==> src/rtl/bus_gen_arbiter_pkg.sv <==
// Shared types and helpers for the bus generator/arbiter lanes.
// Macro LOOPBACK_EN: self-addressed packets go back to the source, and broadcast includes the source.
package bus_gen_arbiter_pkg;

  localparam int ID_W = 8;

  typedef enum logic [1:0] {
    IDLE = 2'd0,
    POP  = 2'd1,
    PUSH = 2'd2
  } lane_state_e;

  // The destination ID occupies the top ID_W bits of a packet.
  function automatic int id_lsb(input int pkt_w);
    return pkt_w - ID_W;
  endfunction

  // One bit of the push mask: does device k receive packet with this ID sent by src?
  function automatic logic push_hit(input logic [ID_W-1:0] id, input int src, input int k,
                                    input int drvrs, input logic [ID_W-1:0] bcast);
`ifdef LOOPBACK_EN
    if (id == bcast) return 1'b1;
    return (int'(id) < drvrs) && (int'(id) == k);
`else
    if (k == src) return 1'b0;
    if (id == bcast) return 1'b1;
    return (int'(id) < drvrs) && (int'(id) == k);
`endif
  endfunction

endpackage

==> src/rtl/bus_lane_arbiter.sv <==
// One bus lane: round-robin source pick, pop, capture, then push decode (IDLE -> POP -> PUSH).
// Macro LOOPBACK_EN alters the push decode (see package).
module bus_lane_arbiter
  import bus_gen_arbiter_pkg::*;
#(
  parameter int              drvrs     = 6,
  parameter int              pckg_sz   = 16,
  parameter logic [ID_W-1:0] broadcast = 8'hFF
) (
  input  logic                            clk,
  input  logic                            reset,
  input  logic [drvrs-1:0]                pndng,
  output logic [drvrs-1:0]                pop,
  input  logic [drvrs-1:0][pckg_sz-1:0]   D_pop,
  output logic [drvrs-1:0]                push,
  output logic [pckg_sz-1:0]              D_push,
  output lane_state_e                     state_dbg
);

  localparam int SRC_W  = (drvrs > 1) ? $clog2(drvrs) : 1;
  localparam int ID_LSB = id_lsb(pckg_sz);

  lane_state_e        state_q, state_d;
  logic [SRC_W-1:0]   src_q, src_d;
  logic [SRC_W-1:0]   last_q, last_d;
  logic [SRC_W-1:0]   rr_sel, rr_idx;
  logic [pckg_sz-1:0] pkt_q, pkt_d;
  logic [ID_W-1:0]    pkt_id;

  assign pkt_id    = pkt_q[ID_LSB +: ID_W];
  assign D_push    = pkt_q;
  assign state_dbg = state_q;

  // Walk from farthest to nearest so the first pending device after last_grant wins.
  always_comb begin
    rr_sel = last_q;
    rr_idx = '0;
    for (int i = drvrs; i >= 1; i--) begin
      rr_idx = SRC_W'((int'(last_q) + i) % drvrs);
      if (pndng[rr_idx]) rr_sel = rr_idx;
    end
  end

  always_comb begin
    state_d = state_q;
    src_d   = src_q;
    last_d  = last_q;
    pkt_d   = pkt_q;
    pop     = '0;
    push    = '0;
    unique case (state_q)
      IDLE: begin
        if (|pndng) begin
          src_d   = rr_sel;
          state_d = POP;
        end
      end
      POP: begin
        pop[src_q] = 1'b1;
        pkt_d      = D_pop[src_q];
        last_d     = src_q;
        state_d    = PUSH;
      end
      PUSH: begin
        for (int k = 0; k < drvrs; k++) begin
          push[k] = push_hit(pkt_id, int'(src_q), k, drvrs, broadcast);
        end
        state_d = IDLE;
      end
      default: state_d = IDLE;
    endcase
  end

  always_ff @(posedge clk) begin
    if (reset) begin
      state_q <= IDLE;
      src_q   <= '0;
      last_q  <= SRC_W'(drvrs - 1);
      pkt_q   <= '0;
    end else begin
      state_q <= state_d;
      src_q   <= src_d;
      last_q  <= last_d;
      pkt_q   <= pkt_d;
    end
  end

endmodule

==> src/rtl/bus_gen_arbiter.sv <==
// Shared-bus generator/arbiter: `bits` independent lanes of `drvrs` devices each.
// Macro LOOPBACK_EN enables loopback of self-addressed and broadcast packets.
module bus_gen_arbiter
  import bus_gen_arbiter_pkg::*;
#(
  parameter int              bits      = 1,
  parameter int              drvrs     = 6,
  parameter int              pckg_sz   = 16,
  parameter logic [ID_W-1:0] broadcast = 8'hFF
) (
  input  logic                                     clk,
  input  logic                                     reset,
  input  logic [bits-1:0][drvrs-1:0]               pndng,
  output logic [bits-1:0][drvrs-1:0]               pop,
  input  logic [bits-1:0][drvrs-1:0][pckg_sz-1:0]  D_pop,
  output logic [bits-1:0][drvrs-1:0]               push,
  output logic [bits-1:0][pckg_sz-1:0]             D_push,
  output logic [bits-1:0][1:0]                     state_dbg
);

  for (genvar l = 0; l < bits; l++) begin : g_lane
    lane_state_e lane_state;

    bus_lane_arbiter #(
      .drvrs     (drvrs),
      .pckg_sz   (pckg_sz),
      .broadcast (broadcast)
    ) u_lane (
      .clk       (clk),
      .reset     (reset),
      .pndng     (pndng[l]),
      .pop       (pop[l]),
      .D_pop     (D_pop[l]),
      .push      (push[l]),
      .D_push    (D_push[l]),
      .state_dbg (lane_state)
    );

    assign state_dbg[l] = lane_state;
  end

endmodule

==> config.mk <==
export PLATFORM = sky130hd
export DESIGN_NAME = bus_gen_arbiter
export DESIGN_NICKNAME = d
export VERILOG_FILES = /design/src/rtl/bus_gen_arbiter_pkg.sv /design/src/rtl/bus_lane_arbiter.sv /design/src/rtl/bus_gen_arbiter.sv
export SDC_FILE = /design/constraint.sdc
export NUM_CORES = 1
export LEC_CHECK = 0
export ABC_AREA = 1
export CORE_MARGIN = 10
export CORE_UTILIZATION = 25
export DETAILED_ROUTE_END_ITERATION = 8
export GPL_ROUTABILITY_DRIVEN = 0
export PLACE_DENSITY_LB_ADDON = 0.1
export SYNTH_ARGS = -nofsm -noshare
export SYNTH_HDL_FRONTEND = slang
export SYNTH_SLANG_ARGS = --single-unit
==> constraint.sdc <==
create_clock -name clk -period 5.31 [get_ports clk]
set_input_delay 0.7965 -clock clk [delete_from_list [all_inputs] [get_ports clk]]
set_output_delay 0.7965 -clock clk [all_outputs]
set_load 0.02 [all_outputs]
==> out/qor.yml <==
fin_nets: 625
synth_common_cells: "99 x nand2_1, 43 x nand3_1, 37 x inv_1, 25 x a22oi_1, 24 x dfxtp_1"
drt_first_iter_violations: 135
yosysMostFrequentCell: "nand2_1"
die_h_um: 118
worstSetupPathDepth: 4
setup_violations: 0
multiInputGateArea_mm2: 0.00171
fmax_mhz: 265
hold_depth: 2
required_ps: 4510
core_region_area_mm2: 0.00933
worst_path_largest_cell_delay_ps: 740
antenna_found_initial: 0
crit_type: "register to output pin"
fillers: 995
reg2reg_setup_slack_ps: 2330
worstMarginPinSlew_ps: 800
ios: 134
start_kind: "register"
cts_buffers: 3
reg2reg_depth: 24
die-area_mm2: 0.0140
finalSetupTns_ps: 0
outcome: "finished, final reports clean"
ys_types: 40
cp_top_family: "simple AND/OR/NAND/NOR gates"
synth_top_area_share_pct: 19.9
ys_ff_latch: 24
syn_nets: 500
total_leakage_power_nw: 1.57
synth_ff_type: "dfxtp_1"
yosys.area.top_type: "dfxtp_1"
hp-class: "register to register"
power_mw: 1.22
final_util_pct: 42.3
fin_crit_sh_pct: 71.2
syn_area_per_cell_um2: 6.27
worst-path-buf-inv: 2
rows: 35
crit_path_end_kind: "output pin"
critPathLaunch: "g_lane[0].u_lane.src_q[0]"
hpwl_um: 8930
pre_cts_ws_ps: 1790
fin_cells: 639
finClkSkew_ps: 10.1
wl_per_cell_um: 16.6
synth_edf_count: 0
drtAntennaViolNets: 0
regArea_um2: 480
diodes: 0
yosysWarnings: 0
r2r_end: "g_lane[0].u_lane.src_q[2]"
initial_core_util_pct: 25.9
regToRegStartpoint: "g_lane[0].u_lane.last_q[0]"
crit_chain: "nor2_2 -> inv_1 -> nor3_2 -> clkdlybuf4s50_1"
postLayoutCellArea_mm2: 0.00394
grt_max_degree: 26
critPathSlowestCell: "nor2_2"
min_period_ps: 3780
post_cts_resized: 0
insertion_delay_ps: 270
critPathCapture: "pop[4]"
dp.cells: 635
report.final.slew_viol_count: 0
clk_pin_slew_worst_paths_ps: 100
grt_pass1_vias: 3239
ir_drop_mv: 0.167
viasPerCell: 4.82
slew-limit-headroom_pct: 46.6
fp.dieW_um: 118
drc: 0
h-tree-depth: 1
power.density_mw_per_mm2: 308
wl_um: 10600
critPathMaxFanout: 23
worstPathArrival_ps: 2980
synth_cells: 386
cts_buffer_depth: 2
overflow: 0
async_reset_ff_share_pct: 0
cts_setup_buffers: 0
cts_sinks: 24
vias: 3080
synth_area_mm2: 0.00242
whs_ps: 566
final_layout_size_suffix_gt1_share_pct: 6.08
place_area_mm2: 0.00387
grt_setup_unrepaired: "no"
portBuffers: 133
drtPass1Iterations: 4
setup_slack_ps: 1530
area.growth.synth_to_final_pct: 63.0
synth_area_leaders: "dfxtp_1 20%, nand2_1 15%, nand3_1 8.9%, a22oi_1 7.8%, inv_1 5.7%"
drv_cap: 0
hold_viol_final: 0
track_usage_pct: 14.6
cts_tree: "yes"
grt_pass1_wl_um: 16900
root_buffer: "clkbuf_8"
seq_area_frac_synth_pct: 19.9
ctsHoldBuffers: 0
## tightest hold or removal path, cell delays in order (launching register included)
cell and delay (ps):
dfxtp_1 320, o21ai_0 150, a31oi_1 50
## area by class of cell
type,count,area share (%)
clock buffers,3,1.05
flip-flops and latches,24,12.2
well taps,129,4.09
multi-input cells,302,43.3
clock inverters,1,0.762
inverters,43,4.09
repair buffers,137,34.5
## power by group
group          leakage [nW]  internal [mW]  switching (mW)  total, mW
clock network        0.0357          0.101          0.0623      0.163
registers             0.198          0.213          0.0704      0.283
logic                  1.34          0.322           0.447      0.770
## registers in the layout, summed over array words and instances (netlist names)
name,flops
g_lane.u_lane.state_dbg,2
g_lane.u_lane.src_q,3
g_lane.u_lane.last_q,3
g_lane.u_lane.D_push,16
## cell families after synthesis
logic type | after synthesis | share of synthesized area, %
AOI/OAI and AO/OA | 102 | 29.1
DFF | 24 | 19.9
buffers and inverters | 60 | 9.57
xor gates and xnor gates | 4 | 1.45
and+or+nand+nor | 186 | 34.9
adders and majority gates | 10 | 5.17
## cells in the final DEF (no fill, tap or decap), types with 4 or more instances in the layout
master | netlist | final
a31oi_1 | 17 | 17
inv_1 | 37 | 37
nor2_1 | 15 | 15
buf_4 | 1 | 4
clkdlybuf4s50_1 | 0 | 133
dfxtp_1 | 24 | 24
o22ai_1 | 6 | 6
o21ai_0 | 19 | 19
o211ai_1 | 4 | 4
a21oi_1 | 8 | 8
a221oi_1 | 4 | 4
nand3_1 | 43 | 43
clkinv_1 | 4 | 4
ha_1 | 10 | 10
a22oi_1 | 25 | 25
nand2_1 | 99 | 99
a21boi_0 | 6 | 6
nand4_1 | 5 | 5
nand2_2 | 7 | 7
nor3_1 | 4 | 4
## how the worst min path moves through the flow
stage                                     from                    endpoint  slack, ps
finish              g_lane[0].u_lane.D_push[0]  g_lane[0].u_lane.D_push[0]        570
global route        g_lane[0].u_lane.D_push[3]  g_lane[0].u_lane.D_push[3]        620
CTS                 g_lane[0].u_lane.D_push[0]  g_lane[0].u_lane.D_push[0]        570
detailed placement  g_lane[0].u_lane.D_push[6]  g_lane[0].u_lane.D_push[6]        550
global placement    g_lane[0].u_lane.D_push[3]  g_lane[0].u_lane.D_push[3]        540
floorplan            g_lane[0].u_lane.src_q[1]  g_lane[0].u_lane.last_q[1]        480
## routing by layer
layer | routed length, um | vias to the layer above | track usage, %
li1 | - | 1595 | -
met1 | 4670 | 1390 | 17.3
met2 | 5140 | 91 | 25.5
met3 | 768 | 4 | 5.05
met4 | 36 | 0 | 1.47
met5 | 0 | - | 0
Power figures use the tool's default switching activity.
